[src/rtl/mem_port_arbiter.sv]
// Shares one code/data memory port between the fetch and load/store requesters; data has priority.
// Defining MEM_ARB_STARVE_GUARD_EN adds a data-grant streak counter that forces a fetch grant.
module mem_port_arbiter #(
    parameter int unsigned ADDR_W     = 32,
    parameter int unsigned DATA_W     = 32,
    parameter int unsigned MAX_STREAK = 4
) (
    input  logic              clk,
    input  logic              reset,
    input  logic              f_req,
    input  logic [ADDR_W-1:0] f_addr,
    output logic              f_ack,
    output logic [DATA_W-1:0] f_rdata,
    input  logic              d_req,
    input  logic              d_we,
    input  logic [ADDR_W-1:0] d_addr,
    input  logic [DATA_W-1:0] d_wdata,
    output logic              d_ack,
    output logic [DATA_W-1:0] d_rdata,
    output logic [ADDR_W-1:0] mem_addr,
    output logic              mem_wr,
    output logic              mem_ir_dr,
    output logic [DATA_W-1:0] mem_wdata,
    input  logic [DATA_W-1:0] mem_ir,
    input  logic [DATA_W-1:0] mem_dr,
    output logic              busy,
    output logic              gnt_data
);

    typedef enum logic [1:0] {
        IDLE  = 2'd0,
        ISSUE = 2'd1,
        RESP  = 2'd2
    } state_t;

    state_t            state_q, state_d;
    logic              gnt_data_q, gnt_data_d;
    logic              we_q, we_d;
    logic [ADDR_W-1:0] mem_addr_q, mem_addr_d;
    logic [DATA_W-1:0] mem_wdata_q, mem_wdata_d;
    logic              mem_wr_q, mem_wr_d;
    logic              mem_ir_dr_q, mem_ir_dr_d;
    logic              f_ack_q, f_ack_d;
    logic              d_ack_q, d_ack_d;
    logic              busy_q, busy_d;
    logic [DATA_W-1:0] f_rdata_q, f_rdata_d;
    logic [DATA_W-1:0] d_rdata_q, d_rdata_d;

    logic elig_d, elig_f, grant, sel_data;

`ifdef MEM_ARB_STARVE_GUARD_EN
    localparam int unsigned STREAK_W =
        ($clog2(MAX_STREAK + 1) > 3) ? $clog2(MAX_STREAK + 1) : 3;
    localparam logic [STREAK_W-1:0] STREAK_MAX = STREAK_W'(MAX_STREAK);

    logic [STREAK_W-1:0] streak_q, streak_d;
`else
    // MAX_STREAK only shapes the guarded build.
    logic unused_max_streak;
    assign unused_max_streak = ^MAX_STREAK;
`endif

    // Arbitration: the requester being acked in RESP is not eligible that cycle.
    always_comb begin
        elig_d = d_req;
        elig_f = f_req;
        if (state_q == RESP) begin
            if (gnt_data_q) begin
                elig_d = 1'b0;
            end else begin
                elig_f = 1'b0;
            end
        end
        grant    = (state_q != ISSUE) && (elig_d || elig_f);
        sel_data = elig_d;
`ifdef MEM_ARB_STARVE_GUARD_EN
        if (elig_d && elig_f && (streak_q == STREAK_MAX)) begin
            sel_data = 1'b0;
        end
`endif
    end

    always_comb begin
        state_d     = state_q;
        gnt_data_d  = gnt_data_q;
        we_d        = we_q;
        mem_addr_d  = mem_addr_q;
        mem_wdata_d = mem_wdata_q;

        case (state_q)
            IDLE, RESP: state_d = grant ? ISSUE : IDLE;
            ISSUE:      state_d = RESP;
            default:    state_d = IDLE;
        endcase

        if (grant) begin
            gnt_data_d = sel_data;
            we_d       = sel_data & d_we;
            mem_addr_d = sel_data ? d_addr : f_addr;
            if (sel_data) begin
                mem_wdata_d = d_wdata;
            end
        end

        // Memory strobes are registered so they are live exactly during ISSUE.
        mem_wr_d    = ~(grant & sel_data & d_we);
        mem_ir_dr_d = grant & sel_data;
        f_ack_d     = (state_q == ISSUE) & ~gnt_data_q;
        d_ack_d     = (state_q == ISSUE) & gnt_data_q;
        busy_d      = (state_d != IDLE);

        // Memory read data arrives only in RESP, so it bypasses the hold register then.
        f_rdata   = f_ack_q ? mem_ir : f_rdata_q;
        d_rdata   = (d_ack_q && !we_q) ? mem_dr : d_rdata_q;
        f_rdata_d = f_rdata;
        d_rdata_d = d_rdata;

`ifdef MEM_ARB_STARVE_GUARD_EN
        streak_d = streak_q;
        if (!f_req) begin
            streak_d = '0;
        end else if (grant && !sel_data) begin
            streak_d = '0;
        end else if (grant && (streak_q != STREAK_MAX)) begin
            streak_d = streak_q + 1'b1;
        end
`endif
    end

    always_ff @(posedge clk) begin
        if (reset) begin
            state_q     <= IDLE;
            gnt_data_q  <= 1'b0;
            we_q        <= 1'b0;
            mem_addr_q  <= '0;
            mem_wdata_q <= '0;
            mem_wr_q    <= 1'b1;
            mem_ir_dr_q <= 1'b0;
            f_ack_q     <= 1'b0;
            d_ack_q     <= 1'b0;
            busy_q      <= 1'b0;
            f_rdata_q   <= '0;
            d_rdata_q   <= '0;
`ifdef MEM_ARB_STARVE_GUARD_EN
            streak_q    <= '0;
`endif
        end else begin
            state_q     <= state_d;
            gnt_data_q  <= gnt_data_d;
            we_q        <= we_d;
            mem_addr_q  <= mem_addr_d;
            mem_wdata_q <= mem_wdata_d;
            mem_wr_q    <= mem_wr_d;
            mem_ir_dr_q <= mem_ir_dr_d;
            f_ack_q     <= f_ack_d;
            d_ack_q     <= d_ack_d;
            busy_q      <= busy_d;
            f_rdata_q   <= f_rdata_d;
            d_rdata_q   <= d_rdata_d;
`ifdef MEM_ARB_STARVE_GUARD_EN
            streak_q    <= streak_d;
`endif
        end
    end

    assign f_ack     = f_ack_q;
    assign d_ack     = d_ack_q;
    assign mem_addr  = mem_addr_q;
    assign mem_wr    = mem_wr_q;
    assign mem_ir_dr = mem_ir_dr_q;
    assign mem_wdata = mem_wdata_q;
    assign busy      = busy_q;
    assign gnt_data  = gnt_data_q;

endmodule
[config.mk]
export PLATFORM = sky130hd
export DESIGN_NAME = mem_port_arbiter
export DESIGN_NICKNAME = d
export VERILOG_FILES = /design/src/rtl/mem_port_arbiter.sv
export SDC_FILE = /design/constraint.sdc
export NUM_CORES = 1
export LEC_CHECK = 0
export ABC_CLOCK_PERIOD_IN_PS = 1600
export BUFFER_PORTS_ARGS = -buffer_cell sky130_fd_sc_hd__buf_4
export CORE_AREA = 4 4 92 159
export CTS_BUF_LIST = sky130_fd_sc_hd__clkbuf_16
export DETAILED_ROUTE_END_ITERATION = 10
export DIE_AREA = 0 0 96 163
export HOLD_SLACK_MARGIN = 0.08
export PLACE_DENSITY_LB_ADDON = 0.3
export SLEW_MARGIN = 0
export SYNTH_ARGS = -nofsm -noshare
export SYNTH_HDL_FRONTEND = slang
export SYNTH_SLANG_ARGS = --single-unit
[constraint.sdc]
create_clock -name clk -period 1.6 [get_ports clk]
set_input_delay 0.48 -clock clk [delete_from_list [all_inputs] [get_ports clk]]
set_output_delay 0.48 -clock clk [all_outputs]
set_load 0.01 [all_outputs]
# Yosys cells after proc, flatten, opt, wreduce, memory -nomap -nowiden
# Index checks and enable logic that the tools add are counted.
# W data, S select, Z words.
[word_totals] output_inout_bits=134 wordCells=39 in_bits=165 reg_bits=137
[classes] eq_ne=3 bitwise_logic=7 reduce_logical=8 muxes=9
[ops] cell="$mux W32" count=3
[ops] cell="$and A1 B1 Y1" count=5
[ops] cell="$mux W1" count=5
[ops] cell="$pmux W2 S2" count=1
[ops] cell="$eq A2 B1 Y1 const B" count=1
[ops] cell="$eq A2 B2 Y1 const B" count=1
[ops] cell="$logic_and A1 B1 Y1" count=2
[ops] cell="$logic_not A2 Y1" count=1
[ops] cell="$ne A2 B1 Y1 const B" count=1
[ops] cell="$not A1 Y1" count=2
[ops] cell="$reduce_and A2 Y1" count=1
[ops] cell="$reduce_bool A2 Y1" count=1
[ops] cell="$reduce_or A2 Y1" count=1
[ops] cell="$logic_not A1 Y1" count=1
[ops] cell="$logic_or A1 B1 Y1" count=1

# Logic depth before layout (Yosys ltp)
[logic_depth] depth_word=7 mapped_depth=6 mapped_depth_nobuf=4

# Worst setup path before layout
# Ideal clock, no wire load.
[synth_path] path_type="flip-flop to output port" startpoint="reg d_ack_q (netlist: d_ack)" endpoint="out d_rdata[24]" n_path_buf=2 arrival_ps=1163 setup_slack_ps=-43 path_stages_with_launch=5 t_required_ps=1120 path_cell_list="dfxtp_1 nand2b_1 clkbuf_1 buf_2 mux2_1"
[synth_between] elab_chain_cells=2
[synth_lines] element="start: declaration" line="44" rtl="logic d_ack_q, d_ack_d;"
[synth_lines] element="start signal: assignment" line="156" rtl="d_ack_q <= d_ack_d;"
[synth_lines] element="$logic_and A1 B1 Y1" line="114" rtl="d_rdata = (d_ack_q && !we_q) ? mem_dr : d_rdata_q;"
[synth_lines] element="$mux W32" line="114"
[synth_lines] element="end: declaration" line="19" rtl="output logic [DATA_W-1:0] d_rdata,"
# Every way passes these cells.

# Worst setup path in the final report
[layout_path] startpoint="reg we_q" endpoint="out d_rdata[18]"
[layout_between] elab_chain_cells=3
[layout_lines] element="start: declaration" line="38" rtl="logic we_q, we_d;"
[layout_lines] element="start signal: assignment" line="150" rtl="we_q <= we_d;"
[layout_lines] element="$logic_not A1 Y1" line="114"
[layout_lines] element="$logic_and A1 B1 Y1" line="114"
[layout_lines] element="$mux W32" line="114"
# Every way passes these cells.

==> qor.txt <==
Status: finished with violations
Failing checks: setup timing
GP Congestion: 0.808
Clock power share: 42.9%
Max-slew violation count: 0
Final Skew: 0.00858 ns
Vias in the first global route: 5,161
Reg power frac: 38.7%
Clock-pin slew on the worst setup and hold paths: 0.05 ns
Final Hold Viols: 0
RSZ-0062 raised after global routing: true
Core region area: 13,400 um2
Hpwl dp: 12,200 um
Final Cycle Share: 128%
Mapped Avg Cell Area: 9.42 um2
IO Port Bufs: 298
Max Fclk: 487 MHz
Area grow syn2layout: 76.2%
Drt initial violations: 194
Die ar.: 15,600 um2
Post-layout min period: 2.05 ns
Mapped Cells: 557
P_sw: 2.36 mW
# fillers: 976
Required time of the worst setup path: 1.12 ns
Maxcap violations: 0
Distinct cells, synth: 23
WP data arrival: 1.57 ns
Switch share: 24.6%
DRC: 0
Htree depth: 4
CP max stage delay: 0.32 ns
Max stage delay cell, worst path: dfxtp_2
Slew Limit Headroom: 59.0%
Hold WC Path Type: in2reg
Startpoint Class: register
Largest net degree at the start of global routing: 70
Slew @ Worst Pin: 0.600 ns
Layout cells sized above 1: 50.2%
CTS tree: yes
Initial core utilization: 39.2%
Syn. warnings: 0
Critical path class: reg2out
Ports: 299
GRT Util Overall: 21.3%
Total congestion overflow: 0
Endpoints failing setup: 64
Setup TNS: -24.41 ns
Lkg Pwr: 4.37 nW
Setup WS post-layout: -0.454 ns
Drt total wl: 18,500 um
Cell Pwr Density: 1040 nW/um2
Int Power: 7.24 mW
Combinational fraction of design power: 18.4%
Die extent in y: 163 um
Cell area after layout: 9240 um2
Hold Buf Count CTS: 0
Synthesized cell area: 5250 um2
Max VDD drop: 667 uV
Critical path fanouts, max: 8
Top cell type's share of synthesized area: 52.3%
Placed insts: 999
Setup WS pre-CTS: -0.118 ns
Core Rows: 56
Total power: 9.60 mW
#FFs+latches synth: 137
CTS root buffer: clkbuf_16
Drt first pass iters: 4
FF-to-FF path depth: 6
DP Area: 7730 um2
CTS Buf Count: 17
CP Capture Type: output pin
R2R setup slack: 0.03 ns
Routed len/inst: 17.6 um
CP Cell Sequence: nand2b_4 -> clkbuf_16 -> mux2_4 -> buf_6
Antenna Nets Post-Route: 0
Via density: 4.90
Clk_lat worst skew: 0.41 ns
Post-Syn Nets: 722
Diodes inserted: 0
Post-synth top area cell: dfxtp_1
Via count: 5,171
Clock sink count: 137
WHS Path Cells: 2
Most area-consuming cells after synthesis: dfxtp_1, mux2_2, nand2_1, nor2b_1, a311oi_1
Die W: 96 um
Bufs on Longest Clock Path: 2
Post-synthesis sequential area ratio: 52.3%
Finished Layout Cells: 1,055
First-pass GRT wire length: 25,700 um
Final nets: 1,034
Initial antenna violation count: 0
[per-stage QoR]
stage	util, %	hold slack (ns)
floorplan	-	0.440
global placement	57.8	0.443
detailed placement	57.8	0.449
CTS	65.8	0.238
global route	69.0	0.248
finish	69.0	0.254
[cells by family (layout without fill, tap and decap cells)]
family	after synthesis	in the layout	share of synthesized area, %
buf+inv	44	368	3.75
mux	65	65	13.9
simple gates	243	243	21.0
compound gates	68	68	8.99
flops	137	137	52.3
[power by group through the flow]
stage / Clock [mW] / Combinational [mW] / Sequential [mW]
detailed placement: 0 / 1.49 / 3.78
finish: 4.12 / 1.77 / 3.72
global placement: 0 / 1.45 / 3.77
floorplan: 0 / 0.578 / 3.84
CTS: 4.19 / 1.61 / 3.72
global route: 4.35 / 1.89 / 3.74
[final timing paths]
check,from,endpoint
worst max-delay path,we_q,d_rdata[18]
worst min-delay path,d_we,mem_wr
worst max register to register,state_q[1],mem_addr[6]
worst min register to register,mem_wdata[27],mem_wdata[27]
[synthesized netlist by cell type]
cell type  number
dfxtp_1       137
nand2_1       131
nor2b_1        66
mux2_2         53
nor2_1         35
a21oi_1        34
a311oi_1       32
clkbuf_1       25
buf_2          16
mux2_1         11
nand2b_1        4
and2_1          2
a2111oi_0       1
a211oi_2        1
and3_1          1
buf_1           1
buf_4           1
buf_6           1
mux2i_1         1
nand3_1         1
nand3b_1        1
nor3_1          1
or2_2           1
[cells in the final DEF, fill, tap and decap left out, types with 11 or more instances in the layout]
master	instances
a21oi_1	34
nand2_1	131
dfxtp_1	132
buf_4	247
a311oi_1	30
buf_12	11
nor2b_1	66
nor2_1	35
buf_6	70
clkbuf_16	24
mux2_4	64
[critical path: cells and delay by family, from the launching register on]
family / cells / cell delay, ns
buffers and inverters: 2 / 0.32
muxes: 1 / 0.32
and+or+nand+nor: 1 / 0.20
DFF: 1 / 0.32
[timing repair]
item                                   CTS  global route
setup buffers                            1            15
endpoints found under the hold margin    0             0
pin swaps                                0            16
setup endpoints to repair               65            77
cloned                                   3             8
resized for setup                      102            53
[layer usage]
metal | up-vias | part of all wire [%] | GRT usage (%)
li1 | 2479 | - | -
met1 | 2411 | 35 | 21.4
met2 | 227 | 54 | 39.1
met3 | 54 | 6.7 | 5.32
met4 | 0 | 4.8 | 10.7
met5 | - | 0 | 0
[flip-flops by register name, summed over array words and instances, names as in the netlist]
| signal | cells |
|---|---|
| gnt_data | 1 |
| mem_wdata | 32 |
| f_ack | 1 |
| busy | 1 |
| d_rdata_q | 32 |
| mem_addr | 32 |
| d_ack | 1 |
| f_rdata_q | 32 |
| mem_wr | 1 |
| state_q | 2 |
| mem_ir_dr | 1 |
| we_q | 1 |
[layout make-up]
cell class | instances | area, um2 | share of cell area, %
clock buffer | 17 | 425 | 4.60
clock inverter | 14 | 195 | 2.11
multi-input combinational | 376 | 2580 | 27.9
sequential | 137 | 2750 | 29.8
tap | 174 | 218 | 2.36
timing repair buffer | 337 | 3070 | 33.3
(Power assumes the default switching activity.)
